`config.mk`:
```
export PLATFORM = sky130hd
export DESIGN_NAME = edge_debouncer
export DESIGN_NICKNAME = d
export VERILOG_FILES = /design/src/rtl/edge_debouncer_pkg.sv /design/src/rtl/sample_tick_gen.sv /design/src/rtl/edge_debouncer.sv
export SDC_FILE = /design/constraint.sdc
export NUM_CORES = 1
export LEC_CHECK = 0
export CORE_ASPECT_RATIO = 1.5
export CORE_MARGIN = 4
export CORE_UTILIZATION = 58
export DETAILED_ROUTE_END_ITERATION = 10
export GPL_TIMING_DRIVEN = 0
export PLACE_DENSITY = 0.77
export SLEW_MARGIN = 5
export SYNTH_ARGS = -nofsm -noshare
export SYNTH_HDL_FRONTEND = slang
export SYNTH_SLANG_ARGS = --single-unit
```
`constraint.sdc`:
```
create_clock -name clk -period 2.15 [get_ports clk]
set_input_delay 0.215 -clock clk [delete_from_list [all_inputs] [get_ports clk]]
set_output_delay 0.215 -clock clk [all_outputs]
set_load 0.005 [all_outputs]
```
`src/rtl/edge_debouncer_pkg.sv`:
```
// IO constants shared by the button/switch input path.
// Debounce defaults assume a 50 MHz board clock: 0.5 ms sample period, 150 samples.
package edge_debouncer_pkg;

    localparam int DEBOUNCE_SAMPLE_CNT_MAX = 25000;
    localparam int DEBOUNCE_PULSE_CNT_MAX  = 150;

endpackage

```
`src/rtl/sample_tick_gen.sv`:
```
// Free-running wrap counter producing a one-cycle tick every SAMPLE_CNT_MAX cycles.
// Shared by all debouncer channels; also intended for baud-rate generation.
module sample_tick_gen #(
    parameter int SAMPLE_CNT_MAX = 25000
) (
    input  logic clk,
    input  logic rst_n,
    output logic tick
);

    localparam int CNT_W = $clog2(SAMPLE_CNT_MAX) + 1;
    localparam logic [CNT_W-1:0] CNT_LAST = CNT_W'(SAMPLE_CNT_MAX - 1);
    localparam logic [CNT_W-1:0] CNT_ONE  = CNT_W'(1);

    logic [CNT_W-1:0] cnt_q;

    always_ff @(posedge clk) begin
        if (!rst_n) begin
            cnt_q <= '0;
        end else if (cnt_q == CNT_LAST) begin
            cnt_q <= '0;
        end else begin
            cnt_q <= cnt_q + CNT_ONE;
        end
    end

    assign tick = (cnt_q == CNT_LAST);

endmodule

```
`src/rtl/edge_debouncer.sv`:
```
// Multi-channel symmetric debouncer: synchroniser, per-channel saturating sample
// counter on a shared tick, and one-cycle rise/fall pulses aligned with the new state.
module edge_debouncer
    import edge_debouncer_pkg::*;
#(
    parameter int               WIDTH              = 1,
    parameter int               SAMPLE_CNT_MAX     = DEBOUNCE_SAMPLE_CNT_MAX,
    parameter int               PULSE_CNT_MAX      = DEBOUNCE_PULSE_CNT_MAX,
    parameter int               SYNC_STAGES        = 2,
    parameter logic [WIDTH-1:0] RESET_VALUE        = {WIDTH{1'b0}},
    parameter int               WRAPPING_CNT_WIDTH = $clog2(SAMPLE_CNT_MAX) + 1,
    parameter int               SAT_CNT_WIDTH      = $clog2(PULSE_CNT_MAX) + 1
) (
    input  logic             clk,
    input  logic             rst_n,
    input  logic [WIDTH-1:0] glitchy_signal,
    output logic [WIDTH-1:0] debounced_signal,
    output logic [WIDTH-1:0] rise_pulse,
    output logic [WIDTH-1:0] fall_pulse,
    output logic             sample_tick
);

    if (SAMPLE_CNT_MAX < 2) begin : g_bad_sample_cnt
        $fatal(1, "edge_debouncer: SAMPLE_CNT_MAX must be >= 2");
    end
    if (PULSE_CNT_MAX < 1) begin : g_bad_pulse_cnt
        $fatal(1, "edge_debouncer: PULSE_CNT_MAX must be >= 1");
    end
    if (SYNC_STAGES < 1) begin : g_bad_sync_stages
        $fatal(1, "edge_debouncer: SYNC_STAGES must be >= 1");
    end
    if (WRAPPING_CNT_WIDTH != $clog2(SAMPLE_CNT_MAX) + 1 ||
        SAT_CNT_WIDTH != $clog2(PULSE_CNT_MAX) + 1) begin : g_bad_derived
        $fatal(1, "edge_debouncer: derived counter widths must not be overridden");
    end

    localparam logic [SAT_CNT_WIDTH-1:0] CNT_LAST = SAT_CNT_WIDTH'(PULSE_CNT_MAX - 1);
    localparam logic [SAT_CNT_WIDTH-1:0] CNT_ONE  = SAT_CNT_WIDTH'(1);

    function automatic logic [SAT_CNT_WIDTH-1:0] sat_inc(input logic [SAT_CNT_WIDTH-1:0] c);
        return (c == CNT_LAST) ? c : c + CNT_ONE;
    endfunction

    logic [WIDTH-1:0] sync_p [SYNC_STAGES];
    logic [WIDTH-1:0] sync_s;

    sample_tick_gen #(
        .SAMPLE_CNT_MAX(SAMPLE_CNT_MAX)
    ) u_tick (
        .clk  (clk),
        .rst_n(rst_n),
        .tick (sample_tick)
    );

    // Stage boundary: raw asynchronous inputs -> synchroniser chain
    always_ff @(posedge clk) begin
        if (!rst_n) begin
            for (int k = 0; k < SYNC_STAGES; k++) begin
                sync_p[k] <= RESET_VALUE;
            end
        end else begin
            sync_p[0] <= glitchy_signal;
            for (int k = 1; k < SYNC_STAGES; k++) begin
                sync_p[k] <= sync_p[k-1];
            end
        end
    end

    assign sync_s = sync_p[SYNC_STAGES-1];

    // Stage boundary: synchronised level -> per-channel stable state and event pulses
    for (genvar i = 0; i < WIDTH; i++) begin : g_ch
        logic [SAT_CNT_WIDTH-1:0] cnt_q;
        logic                     deb_q;
        logic                     rise_q;
        logic                     fall_q;

        always_ff @(posedge clk) begin
            if (!rst_n) begin
                cnt_q  <= '0;
                deb_q  <= RESET_VALUE[i];
                rise_q <= 1'b0;
                fall_q <= 1'b0;
            end else begin
                rise_q <= 1'b0;
                fall_q <= 1'b0;
                if (sync_s[i] == deb_q) begin
                    cnt_q <= '0;
                end else if (sample_tick) begin
                    if (cnt_q == CNT_LAST) begin
                        deb_q  <= sync_s[i];
                        cnt_q  <= '0;
                        rise_q <= sync_s[i];
                        fall_q <= ~sync_s[i];
                    end else begin
                        cnt_q <= sat_inc(cnt_q);
                    end
                end
            end
        end

        assign debounced_signal[i] = deb_q;
        assign rise_pulse[i]       = rise_q;
        assign fall_pulse[i]       = fall_q;
    end

endmodule

```
==> flow_metrics.env <==
export IMPL_wirelength_mm=2.838
export IMPL_critPathTopFamily="buffers and inverters"
export IMPL_final_max_slew_violation_count=0
export IMPL_cp_endpoint="sample_tick"
export IMPL_crit_fanout=6
export IMPL_drt_iter0_markers=17
export IMPL_grt_max_degree=11
export IMPL_dp_cells=187
export IMPL_muxShareOfSynthArea_pct=0
export IMPL_area_growth_pct=13.49
export IMPL_cp_num_cells=6
export IMPL_synth_fp_nets=164
export IMPL_fin_worst_skew_ns=0.005913
export IMPL_clk_pin_slew_ns=0.10
export IMPL_initial_core_util_pct=61.69
export IMPL_grt_use_total_pct=22.18
export IMPL_r2r_end="g_ch[0].cnt_q[3]"
export IMPL_core_area_sq_um=2286
export IMPL_gr_total_overflow=0
export IMPL_tritoncts="yes"
export IMPL_synth_adder_area_share_pct=2.662
export IMPL_finalSetupTns_ns=0
export IMPL_dr_pass1_iters=4
export IMPL_cpPeakStageDelay_ns=0.38
export IMPL_peakVddDrop_mv=0.5201
export IMPL_synth_xor_area_share_pct=9.317
export IMPL_syn_avg_cell_area_sq_um=8.925
export IMPL_ys_seq_area_share_pct=42.59
export IMPL_max_cap_violations=0
export IMPL_layout_nets=179
export IMPL_grt_pass1_vias=1195
export IMPL_setup_viol=0
export IMPL_end_kind="output pin"
export IMPL_yosys_warnings=0
export IMPL_final_cells=197
export IMPL_cellPowerDensity_nw_per_um2=590.6
export IMPL_path_buf_inv=3
export IMPL_ctsHtreeMaxLevel=2
export IMPL_startpoint="u_tick.cnt_q[0]"
export IMPL_fill_cells=176
export IMPL_via_per_inst=6.036
export IMPL_placed_cell_area_sq_um=1499
export IMPL_io_buffers=6
export IMPL_netlist_instances=158
export IMPL_critPathLaunchType="register"
export IMPL_synth_edff_count=0
export IMPL_synth_top_family_by_area="simple AND/OR/NAND/NOR gates"
export IMPL_routedWlPerCell_um=14.41
export IMPL_fmax_mhz=531.8
export IMPL_ys_ff_latch=30
export IMPL_regToRegSetupSlack_ns=0.37
export IMPL_hpwl_mm=2.054
export IMPL_layout_drive_gt1_share_pct=13.79
export IMPL_arrival_ns=1.67
export IMPL_hold_viol=0
export IMPL_clock_sinks=30
export IMPL_die_w_um=48.26
export IMPL_antenna_cells=0
export IMPL_clk_path_buf_depth=2
export IMPL_fin_area_sq_um=1600
export IMPL_cts_hold_buf=0
export IMPL_gp_congestion=0.7930
export IMPL_synthArstFlopShare_pct=0
export IMPL_ant_nets=0
export IMPL_cpMaxStageDelayCell="dfxtp_4"
export IMPL_synthFlopType="dfxtp_1"
export IMPL_numCtsBuffers=5
export IMPL_status="complete, no violations"
export IMPL_reg2reg_from="g_ch[0].cnt_q[1]"
export IMPL_worstPathRequired_ns=1.93
export IMPL_ioPinCount=7
export IMPL_die_area_sq_um=3301
export IMPL_clock_latency_ns=0.33
export IMPL_finalCriticalPeriod_ns=1.881
export IMPL_grt_pass1_wl_mm=5.064
export IMPL_synth_compound_area_share_pct=7.986
export IMPL_synthSimpleGateAreaFrac_pct=34.69
export IMPL_die_y_um=68.39
export IMPL_cts_root_buf="clkbuf_4"
export IMPL_drc=0
export IMPL_synth_cell_types=34
export IMPL_syn_cell_area_sq_um=1410
export IMPL_r2r_cells=6
export IMPL_grt_antenna_before_repair=0
export IMPL_worstMarginPinSlew_ns=0.4516
export IMPL_fp_row_count=21
export IMPL_period_share_pct=87.47
export IMPL_finalPower_uw=945.1
export IMPL_crit_type="reg2out"
export IMPL_hold_class="reg2reg"
export IMPL_path_cells="ha_4 -> and3_1 -> nand4_2 -> buf_6 -> inv_2 -> dlygate4sd2_1"
export IMPL_slew_headroom_pct=69.89
export IMPL_rsz0062_at_grt="no"
export IMPL_p_leak_nw=0.5228
export IMPL_vias=1189
[power by group]
| group | switching, mW | total (mW) | internal, mW |
|---|---|---|---|
| clock network | 0.194 | 0.352 | 0.158 |
| logic | 0.0121 | 0.0238 | 0.0117 |
| registers | 0.00807 | 0.569 | 0.561 |
| total | 0.214 | 0.945 | 0.731 |
[routing by layer]
| layer | routed length, um | track usage [%] | share of wire, % |
|---|---|---|---|
| met5 | 0 | 0 | 0 |
| met4 | 99 | 12.46 | 3.5 |
| met3 | 113 | 8.421 | 4.0 |
| met2 | 1530 | 37.91 | 54 |
| met1 | 1096 | 21.54 | 39 |
[area by class of cell]
cell class,count,area (sq um),share of cell area (%)
Buffer,3,20.02,1.251
Multi-Input combinational cell,119,783.3,48.94
Clock inverter,1,5.005,0.3127
Clock buffer,7,55.05,3.440
Sequential cell,30,611.8,38.23
Inverter,6,22.52,1.407
Timing Repair Buffer,8,73.82,4.613
Tap cell,23,28.78,1.798
[cell usage in the layout (no fill, tap or decap), types with 4 or more instances in the layout]
| cell type | n |
|---|---|
| a21oi_1 | 11 |
| clkbuf_4 | 5 |
| clkdlybuf4s50_1 | 5 |
| dfxtp_1 | 25 |
| inv_1 | 5 |
| nand2_1 | 9 |
| nand3_1 | 11 |
| nand4_1 | 4 |
| nor2_1 | 19 |
| nor3_1 | 4 |
| nor3b_1 | 4 |
| nor4_1 | 5 |
| o21ai_0 | 4 |
| or3_1 | 4 |
| xnor2_1 | 12 |
[metrics by stage]
stage | utilization [%] | setup WS (ns) | hold slack, ns
global placement | 65.57 | 0.1725 | 0.4194
global route | 70.01 | 0.1423 | 0.4611
floorplan | - | 0.5556 | 0.3367
detailed placement | 65.57 | 0.1741 | 0.4328
CTS | 70.01 | 0.2502 | 0.4485
finish | 70.01 | 0.2695 | 0.4479
[synthesized netlist by cell type (2+ instances only)]
cell type  count  area (sq um)
or4_1          3         22.52
xor2_1         3         26.28
nor3_1         4         20.02
dfxtp_1       30         600.6
and2_1         3         18.77
nand4_1        4         25.02
o21ai_0        4         20.02
nor3b_1        4         30.03
xnor2_1       12         105.1
nand3_1       11         55.05
nand2_1        9         33.78
and4bb_2       3         37.54
and4_1         3         26.28
nor4_1         5         31.28
inv_1          5         18.77
a21oi_1       11         55.05
o31ai_1        3         22.52
ha_1           3         37.54
nor2_1        19         71.32
and3_1         2         12.51
or3_1          4         25.02
[how the worst min path moves through the flow]
stage | from | endpoint | slack [ns] | cells after the start
final | sync_p[0][0] | sync_p[0][1] | 0.45 | 1
after global routing | sync_p[0][0] | sync_p[0][1] | 0.46 | 1
after CTS | glitchy_signal | sync_p[0][0] | 0.45 | 2
after detailed placement | sync_p[0][0] | sync_p[0][1] | 0.43 | 1
after global placement | sync_p[0][0] | sync_p[0][1] | 0.42 | 1
after floorplan | rst_n | sync_p[0][0] | 0.34 | 1
[state kept, by name, indices dropped and copies added, names as in the netlist]
| register | flops |
|---|---|
| g_ch.cnt_q | 9 |
| sync_p | 2 |
| fall_pulse | 1 |
| u_tick.cnt_q | 16 |
| rise_pulse | 1 |
| debounced_signal | 1 |
[cells by family after synthesis]
| family | count (synthesis) |
|---|---|
| compound gates | 20 |
| xor+xnor | 15 |
| fa+ha+maj | 3 |
| buf+inv | 9 |
| flops | 30 |
| simple gates | 81 |
[timing repair]
action                                 in CTS  in global routing
gates resized for setup                    11                  0
buffers inserted                            2                  0
endpoints found under the hold margin       0                  0
setup endpoints to repair                   1                  0
No activity file was read; power rests on OpenSTA's default activity.
